File: src/rtl/pc_fetch_unit.sv
// pc_fetch_unit: fetch-stage PC, single-outstanding imem handshake and instruction holding register.
// Define FETCH_HALT_EN to enable HLT detection and the HALTED state.
module pc_fetch_unit #(
    parameter logic [15:0] RESET_PC = 16'h0000,
    parameter logic [3:0]  HLT_OP   = 4'b1111
) (
    input  logic        clk,
    input  logic        rst,
    output logic        imem_req,
    output logic [15:0] imem_addr,
    input  logic        imem_gnt,
    input  logic        imem_rvalid,
    input  logic [15:0] imem_rdata,
    output logic [15:0] instr,
    output logic        instr_valid,
    output logic [15:0] instr_pc,
    output logic [15:0] pc_plus1,
    input  logic        stall,
    input  logic        br_taken,
    input  logic [15:0] br_target,
    output logic        halt
);
`ifdef FETCH_HALT_EN
    typedef enum logic [1:0] {FETCH, WAIT, HOLD, HALTED} state_t;
`else
    typedef enum logic [1:0] {FETCH, WAIT, HOLD} state_t;
`endif
    state_t state, state_d;
    logic [15:0] pc;
    logic consume, is_hlt;
    assign consume = (state == HOLD) && !stall;
`ifdef FETCH_HALT_EN
    assign is_hlt = instr[15:12] == HLT_OP;
`else
    logic unused_hlt_op;
    assign unused_hlt_op = ^HLT_OP;
    assign is_hlt = 1'b0;
`endif
    always_ff @(posedge clk or posedge rst) begin
        if (rst) state <= FETCH;
        else     state <= state_d;
    end
    always_comb begin
        state_d = (state == FETCH && imem_gnt)    ? WAIT :
                  (state == WAIT  && imem_rvalid) ? HOLD :
`ifdef FETCH_HALT_EN
                  consume                         ? (is_hlt ? HALTED : FETCH) :
`else
                  consume                         ? FETCH :
`endif
                  state;
    end
    always_comb begin
        imem_req    = (state == FETCH) && !rst;
        imem_addr   = pc;
        instr_valid = state == HOLD;
        pc_plus1    = instr_pc + 16'd1;
`ifdef FETCH_HALT_EN
        halt        = state == HALTED;
`else
        halt        = 1'b0;
`endif
    end
    // rvalid is only meaningful while a request is outstanding; elsewhere it is dropped
    always_ff @(posedge clk or posedge rst) begin
        if (rst) begin
            pc       <= RESET_PC;
            instr    <= 16'h0000;
            instr_pc <= 16'h0000;
        end else begin
            if (state == WAIT && imem_rvalid) begin
                instr    <= imem_rdata;
                instr_pc <= pc;
            end
            if (consume && !is_hlt) pc <= br_taken ? br_target : pc + 16'd1;
        end
    end
endmodule

File: config.mk
export PLATFORM = sky130hd
export DESIGN_NAME = pc_fetch_unit
export DESIGN_NICKNAME = d
export VERILOG_FILES = /design/src/rtl/pc_fetch_unit.sv
export SDC_FILE = /design/constraint.sdc
export NUM_CORES = 1
export LEC_CHECK = 0
export ABC_AREA = 1
export CAP_MARGIN = 20
export CELL_PAD_IN_SITES_DETAIL_PLACEMENT = 0
export CELL_PAD_IN_SITES_GLOBAL_PLACEMENT = 1
export CORE_MARGIN = 2
export CORE_UTILIZATION = 33
export DETAILED_ROUTE_END_ITERATION = 10
export PLACE_DENSITY = 0.87
export RECOVER_POWER = 50
export SKIP_LAST_GASP = 1
export SLEW_MARGIN = 20
export SYNTH_ARGS = -nofsm -noshare
export SYNTH_HDL_FRONTEND = slang
export SYNTH_SLANG_ARGS = --single-unit
File: constraint.sdc
create_clock -name clk -period 4.2 [get_ports clk]
set_input_delay 1.26 -clock clk [delete_from_list [all_inputs] [get_ports clk]]
set_output_delay 1.26 -clock clk [all_outputs]
set_load 0.01 [all_outputs]
# --- Word-level counts from Yosys, hierarchy flattened ---
# Cells that the tools add are included.
totals:
  out_inout_bits: 67
  in_bits: 38
  rom_bits: 0
  wordCells: 20
  regBits: 50
  latch_bits: 0
  mem_bits_rw: 0
  memories: 0
op_classes:
  eq_ne: 2
  shifts: 0
  n_lt_le_gt_ge: 0
  n_mux: 4
  n_div: 0
  reduce_logical: 8
  addsub: 2
  bitwise_logic: 0
  multipliers: 0
op_table:
  columns: ["op", "count"]
  rows:
  - ["adder 16 x 1 -> 16 bit (second input constant)", 2]
  - ["2-to-1 mux 16 bit", 1]
  - ["2-to-1 mux 2 bit", 3]
  - ["logical AND 1 bit", 4]
  - ["nonzero test 3 bit", 1]
  - ["== test 2 x 1 -> 1 bit (second input constant)", 1]
  - ["== test 2 bit (second input constant)", 1]
  - ["zero test 1 bit", 2]
  - ["zero test 2 bit", 1]

# --- Depth between registers and ports, before layout ---
# Gate-level depths: netlist of run 1.
logic_depth:
  word_depth: 5
  mapped_depth: 9
  mapped_depth_nobuf: 9

# --- Worst setup path after synthesis of run 1 ---
# No wires, ideal clock.
synth_path:
  path_kind: "in2out"
  start: "in rst"
  end: "out imem_req"
  t_required_ps: 2940
  stages: 1
  slack_ps: 1421
  n_path_buf: 0
  arrival_time_ps: 1519
  path_cell_list: "nor3_1"
synth_between:
  elab_chain_len: 2
synth_lines:
  columns: ["item", "line", "text"]
  rows:
  - ["start, declared", "8", "input logic rst,"]
  - ["zero test 1 bit (no line)", null, null]
  - ["logical AND 1 bit", "54", "imem_req = (state == FETCH) && !rst;"]
  - ["end, declared", "9", "output logic imem_req,"]
# No other way between the ends.

# --- Worst setup path after layout of run 1 ---
# Ends and elaborated chain as after synthesis.

==> results of run 1 <==
-- Yosys cell counts (all sizes together) --
| cell type | n |
|---|---|
| ha | 2 |
| a21oi | 10 |
| nand4 | 6 |
| o211ai | 1 |
| inv | 43 |
| nor2 | 43 |
| dfrtp | 50 |
| xnor2 | 3 |
| nand2 | 144 |
| o21ai | 28 |
| o22ai | 1 |
| clkbuf | 1 |
| o31ai | 1 |
| conb | 1 |
| nor3 | 6 |
| xor2 | 9 |
| buf | 12 |
| nand3 | 23 |
-- worst max-delay path: cells and delay by family --
family,cells,cell delay (ns)
buf+inv,2,1.14
simple gates,1,0.19
-- worst paths after layout --
check,from,end,cells past startpoint
min in group asynchronous,rst,instr[2],2
worst max-delay path,rst,imem_req,3
worst min register to register,instr[13],instr[13],2
worst min-delay path,instr[13],instr[13],2
worst max register to register,state[0],instr_pc[10],4
max in group asynchronous,rst,instr_pc[15],2
-- sequential cells by signal, summed over array words and instances, names as in the netlist --
| signal | count |
|---|---|
| imem_addr | 16 |
| instr | 16 |
| instr_pc | 16 |
| state | 2 |
-- cell families after synthesis --
kind of cell,synth area share
buf+inv,0.09237
flops,0.4484
fa+ha+maj,0.008967
compound gates,0.08027
simple gates,0.3309
other cells,0.001344
xor+xnor,0.03767
-- final cells by class --
cell class / instances / area, um2 / share of cell area
Clock inverter: 1 / 30.03 / 0.007581
Sequential cell: 50 / 1251 / 0.3159
Tap cell: 105 / 131.4 / 0.03316
Timing Repair Buffer: 105 / 1042 / 0.2631
Inverter: 43 / 165.2 / 0.04169
Multi-Input combinational cell: 278 / 1259 / 0.3178
Clock buffer: 6 / 82.58 / 0.02085
-- power groups by stage --
stage,clock [uW],combinational (uW),sequential [uW]
final,348,1360,979
after global routing,375,1530,1020
after CTS,359,1420,991
after detailed placement,0,1420,999
after global placement,0,1400,989
after floorplan,0,595,1030
-- routing by layer --
layer  GRT usage  up-vias
li1            -     1388
met1      0.2391     1229
met2      0.2850       60
met3     0.02193        6
met4     0.04286        0
met5           0        -
-- stage by stage --
stage          cell area, um2  total power (uW)  std cells  hold slack, ns  utilization
3_5_place_dp             3874              2415        581          0.4571       0.4714
5_1_grt                  3961              2934        588          0.4966       0.4821
2_1_floorplan            2790              1626        384          0.5057            -
4_1_cts                  3986              2771        588          0.4796       0.4852
6_report                 3961              2686        588          0.4671       0.4821
3_3_place_gp             3874              2384        581          0.4530       0.4714
==> impl_metrics.py, run 1 <==
metrics = {
    "status": {
        "status": "complete, but fails checks",
        "violations": "capacitance limit, slew limit",
    },
    "clock_network": {
        "cts_setup_buffers": 0,
        "clk_latency_ns": 0.30,
        "ctsResizeCount": 0,
        "cts.path.max_buffers": 2,
        "cts_sinks": 50,
        "cts_hold_buf": 0,
        "htree_levels": 2,
        "cts_made_buffers": 5,
        "clk_pin_slew_ns": 0.09,
        "cts_tree": "yes",
        "clockRootBuffer": "clkbuf_8",
    },
    "final_layout": {
        "num-fill-cells": 817,
        "final_common_cell": "nand2_1",
        "syn_to_final_growth_pct": 41.97,
        "final_cell_mix": "nand2_1 (144), clkdlybuf4s50_1 (82), dfrtp_1 (50)",
        "fin_nets": 523,
        "num_antenna_cells": 0,
        "layout-drive-gt1-share": 0.03727,
    },
    "timing": {
        "layout_setup_ws_ns": 0.3452,
        "fin_crit_sh": 0.9178,
        "setup_tns_ns": 0,
        "worstMarginPinSlew_ns": 2.237,
        "setup_viol": 0,
        "finClkSkew_ns": 0.002064,
        "report.final.slew_viol_count": 51,
        "finalHoldViolations": 0,
        "clock.fmax_mhz": 259.4,
        "rsz0062_at_grt": "false",
        "relSlewSlack": -0.4994,
        "period_needed_ns": 3.855,
    },
    "yosys": {
        "postSynthCellCount": 384,
        "postSynthAreaPerCell_um2": 7.266,
        "synth_area_leaders": "dfrtp_1 (45%), nand2_1 (19%), inv_1 (5.4%)",
        "synth.largest_area_cell": "dfrtp_1",
        "synth_seq_area_share": 0.4484,
        "yosysUniqueCellTypes": 28,
        "synth_fp_nets": 424,
        "yosysWarnings": 0,
        "yosysTopAreaCellShare": 0.4484,
        "synth-seq-cells": 50,
        "syn_area_um2": 2790,
    },
    "route": {
        "first_pass_iters": 4,
        "vias_per_cell": 4.563,
        "wl_met1_um": 3498,
        "drc": 0,
        "vias": 2683,
        "drtAntennaViolNets": 0,
        "wirelength_um": 7435,
        "drtIter0Drc": 137,
        "top_layer_used": "met4",
        "dr_wl_met3_um": 294,
        "met2WireLength_um": 3559,
        "drt-wirelength-per-cell_um": 12.64,
    },
    "power": {
        "pwr-share-clk": 0.129,
        "p_seq_frac": 0.365,
        "ir_worst_vdd_uv": 278.6,
        "p_sw_frac": 0.4065,
        "leakagePower_uw": 0.001881,
        "combPwrFrac": 0.506,
        "intPower_uw": 1594,
        "switchingPower_uw": 1092,
        "power-per-cell-area_nw_per_um2": 678.1,
    },
    "die": {
        "die_w_um": 95.95,
        "fp-row-count": 33,
        "core_area_um2": 8217,
        "ioPinCount": 105,
        "fp.dieH_um": 95.95,
        "dieArea_um2": 9206,
        "start_util": 0.3396,
    },
    "worst_setup_path": {
        "critPathMaxFanout": 2,
        "path_cells": "dlygate4sd3_1 > nor3_1 > clkdlybuf4s50_1",
        "critical_path_required_ns": 2.94,
        "rrSetupSlack_ns": 1.84,
        "end_kind": "output port",
        "startpoint_type": "input pin",
        "cp_slowest_cell": "dlygate4sd3_1",
        "worst-setup-path-type": "input pin to output port",
        "max_stage_delay_ns": 0.57,
        "critPathArrivalTime_ns": 2.59,
    },
    "place": {
        "gp_congestion": 0.8239,
        "place_hpwl_um": 5570,
        "io_buffers": 103,
        "pre_cts_slack_ns": 0.4713,
    },
    "grt": {
        "grt_use_total": 0.1721,
        "grt_start_max_net_pins": 51,
        "antenna_found_initial": 0,
        "grt_pass1_wl_um": 12360,
        "grt_pass1_vias": 2540,
        "overflow": 0,
    },
    "hold_path": {
        "hp-class": "flip-flop to flip-flop",
    },
    "run": {
        "maxCapViolCount": 1,
    },
}
Power figures use the tool's default switching activity.
==> run 2: changes to the inputs <==
--- a/config.mk
+++ b/config.mk
@@ -5,14 +5,13 @@
 export SDC_FILE = /design/constraint.sdc
 export NUM_CORES = 1
 export LEC_CHECK = 0
-export ABC_AREA = 1
 export CAP_MARGIN = 20
 export CELL_PAD_IN_SITES_DETAIL_PLACEMENT = 0
 export CELL_PAD_IN_SITES_GLOBAL_PLACEMENT = 1
 export CORE_MARGIN = 2
-export CORE_UTILIZATION = 33
+export CORE_UTILIZATION = 34
 export DETAILED_ROUTE_END_ITERATION = 10
-export PLACE_DENSITY = 0.87
+export PLACE_DENSITY = 0.86
 export RECOVER_POWER = 50
 export SKIP_LAST_GASP = 1
 export SLEW_MARGIN = 20
==> run 2 against run 1 <==
- the run still ends with capacitance limit, slew limit left
- total power is 3.7% lower
- clock skew is 0.0080 ns higher
- wire length is 11% lower
- critical endpoint unchanged
- largest cell class is now flip-flops and latches
- highest routed layer unchanged
==> impl_metrics.py, run 2 <==
metrics = {
    "clock_network": {
        "clk_pin_slew_ns": 0.09,
        "cts_sinks": 50,
        "cts.path.max_buffers": 2,
        "ctsResizeCount": 0,
        "clockRootBuffer": "clkbuf_8",
        "htree_levels": 2,
        "clk_latency_ns": 0.30,
        "cts_hold_buf": 0,
        "cts_tree": "yes",
        "cts_made_buffers": 5,
        "cts_setup_buffers": 0,
    },
    "timing": {
        "clock.fmax_mhz": 263.2,
        "finClkSkew_ns": 0.01003,
        "relSlewSlack": -0.5138,
        "report.final.slew_viol_count": 86,
        "setup_viol": 0,
        "rsz0062_at_grt": "false",
        "period_needed_ns": 3.800,
        "setup_tns_ns": 0,
        "fin_crit_sh": 0.9048,
        "finalHoldViolations": 0,
        "worstMarginPinSlew_ns": 2.258,
    },
    "yosys": {
        "synth_edf_count": 0,
        "synth_most_common_cell": "dfrtp_1",
        "synth.largest_area_cell": "dfrtp_1",
        "synth_common_cells": "dfrtp_1 (50), mux2_2 (30), nand3_1 (21)",
        "synth_fp_nets": 288,
        "synth_area_leaders": "dfrtp_1 (49%), mux2_2 (13%), nand3_1 (4.1%)",
        "synth_seq_area_share": 0.4869,
        "syn_area_um2": 2570,
        "postSynthCellCount": 248,
        "postSynthAreaPerCell_um2": 10.36,
        "yosysUniqueCellTypes": 42,
        "synthArstFlopShare": 1.000,
        "synthFlopType": "dfrtp_1",
        "yosysTopAreaCellShare": 0.4869,
        "synth-seq-cells": 50,
        "yosysWarnings": 0,
    },
    "status": {
        "violations": "capacitance limit, slew limit",
        "status": "complete, but fails checks",
    },
    "route": {
        "vias_per_cell": 5.036,
        "drtAntennaViolNets": 0,
        "drt-wirelength-per-cell_um": 14.74,
        "wirelength_um": 6620,
        "drtIter0Drc": 90,
        "drc": 0,
        "vias": 2261,
        "first_pass_iters": 4,
    },
    "worst_setup_path": {
        "critical_path_required_ns": 2.94,
        "startpoint_type": "input pin",
        "rrSetupSlack_ns": 1.74,
        "max_stage_delay_ns": 0.57,
        "reg2reg_depth": 3,
        "end_kind": "output port",
        "path_cells": "dlygate4sd3_1 > nor3_1 > clkdlybuf4s50_1",
        "worst-setup-path-type": "input pin to output port",
        "critPathMaxFanout": 2,
        "cp_slowest_cell": "clkdlybuf4s50_1",
        "rr_startpoint": "state[1]",
        "critPathArrivalTime_ns": 2.54,
        "regToRegEndpoint": "instr_pc[7]",
    },
    "power": {
        "pwr-share-clk": 0.131,
        "combPwrFrac": 0.492,
        "ir_worst_vdd_uv": 271.5,
        "intPower_uw": 1653,
        "leakagePower_uw": 0.001489,
        "p_sw_frac": 0.3612,
        "p_seq_frac": 0.376,
        "switchingPower_uw": 934.4,
        "power-per-cell-area_nw_per_um2": 682.2,
    },
    "place": {
        "io_buffers": 103,
        "gp_congestion": 0.7767,
        "placed_cells_incl_taps": 441,
        "place_hpwl_um": 4912,
    },
    "hold_path": {
        "hold_path_end": "instr[5]",
        "hp-start": "instr[5]",
        "hp-class": "flip-flop to flip-flop",
        "min_delay_path_depth": 1,
    },
    "grt": {
        "grt_start_max_net_pins": 51,
        "grt_use_total": 0.1605,
        "grt_pass1_wl_um": 10830,
        "antenna_found_initial": 0,
        "grt_pass1_vias": 2190,
        "overflow": 0,
    },
    "final_layout": {
        "instances_no_fill": 449,
        "final_cell_mix": "clkdlybuf4s50_1 (100), dfrtp_1 (50), mux2_2 (30)",
        "syn_to_final_growth_pct": 47.57,
        "fin_nets": 389,
        "final_common_cell": "clkdlybuf4s50_1",
        "num_antenna_cells": 0,
        "layout-drive-gt1-share": 0.1229,
    },
    "die": {
        "fp.dieH_um": 90.94,
        "dieArea_um2": 8270,
        "die_w_um": 90.94,
        "start_util": 0.3524,
        "ioPinCount": 105,
        "core_area_um2": 7292,
        "fp-row-count": 31,
    },
    "run": {
        "maxCapViolCount": 2,
    },
}
run 2: cell count changes after synthesis, moves of 4 or more:
| cell | previous run | this run |
|---|---|---|
| nand2_1 | 144 | 15 |
| inv_1 | 40 | 6 |
| mux2_2 | 0 | 30 |
| nor2_1 | 40 | 12 |
| a21oi_1 | 8 | 18 |
| o21ai_0 | 22 | 12 |
| and3_1 | 0 | 7 |
| o21ai_1 | 6 | 0 |
| xnor2_1 | 3 | 8 |
| clkbuf_1 | 1 | 5 |
| nor3_1 | 5 | 9 |
run 2: kinds of logic after synthesis:
logic type	after synthesis	share of synthesized area
and+or+nand+nor	85	0.1733
DFF	50	0.4869
AOI/OAI and AO/OA	45	0.1047
muxes	33	0.1431
buffers and inverters	18	0.03311
xor gates and xnor gates	14	0.04771
adders and majority gates	2	0.009736
other	1	0.001459
run 2: worst max path at each step:
stage | from | end | cells after the start | slack [ns]
6_report | rst | imem_req | 3 | 0.40
5_1_grt | rst | imem_req | 3 | 0.35
4_1_cts | rst | imem_req | 3 | 0.52
3_5_place_dp | rst | imem_req | 3 | 0.52
3_3_place_gp | rst | imem_req | 3 | 0.56
2_1_floorplan | rst | imem_req | 1 | 1.42
run 2: area by class of cell:
class	instances	area, um2
multi-input cells	180	1234
fillers	698	3500
repair buffers	106	1050
inverters	6	23.77
flip-flops and latches	50	1251
clock inverters	2	37.54
clock buffers	6	72.57
well taps	99	123.9
run 2: critical path: cells and delay by family:
| family | cells | cell delay (ns) |
|---|---|---|
| AND/OR/NAND/NOR | 1 | 0.15 |
| buffers and inverters | 2 | 1.13 |
run 2: routing by layer:
layer / vias to the layer above / wire (um) / track usage / part of all wire
li1: 1102 / - / - / -
met3: 14 / 363 / 0.03320 / 0.055
met5: - / 0 / 0 / 0
met2: 75 / 3073 / 0.2562 / 0.46
met1: 1070 / 3022 / 0.2151 / 0.46
met4: 0 / 160 / 0.05934 / 0.024
run 2: power groups by stage:
| stage | Sequential [uW] | Combinational, uW | Clock [uW] |
|---|---|---|---|
| after floorplan | 1010 | 516 | 0 |
| after global placement | 968 | 1260 | 0 |
| after detailed placement | 982 | 1280 | 0 |
| after CTS | 973 | 1290 | 350 |
| after global routing | 1020 | 1370 | 366 |
| final | 974 | 1270 | 340 |
run 2: per-stage QoR:
step	setup slack, ns	utilization	cell area (um2)	hold slack, ns	power [uW]
global route	0.3467	0.5201	3792	0.5332	2758
global placement	0.5558	0.5053	3685	0.4866	2230
detailed placement	0.5226	0.5053	3685	0.4920	2267
CTS	0.5214	0.5204	3795	0.5128	2612
finish	0.3999	0.5201	3792	0.5151	2587
floorplan	1.421	-	2570	0.5500	1525
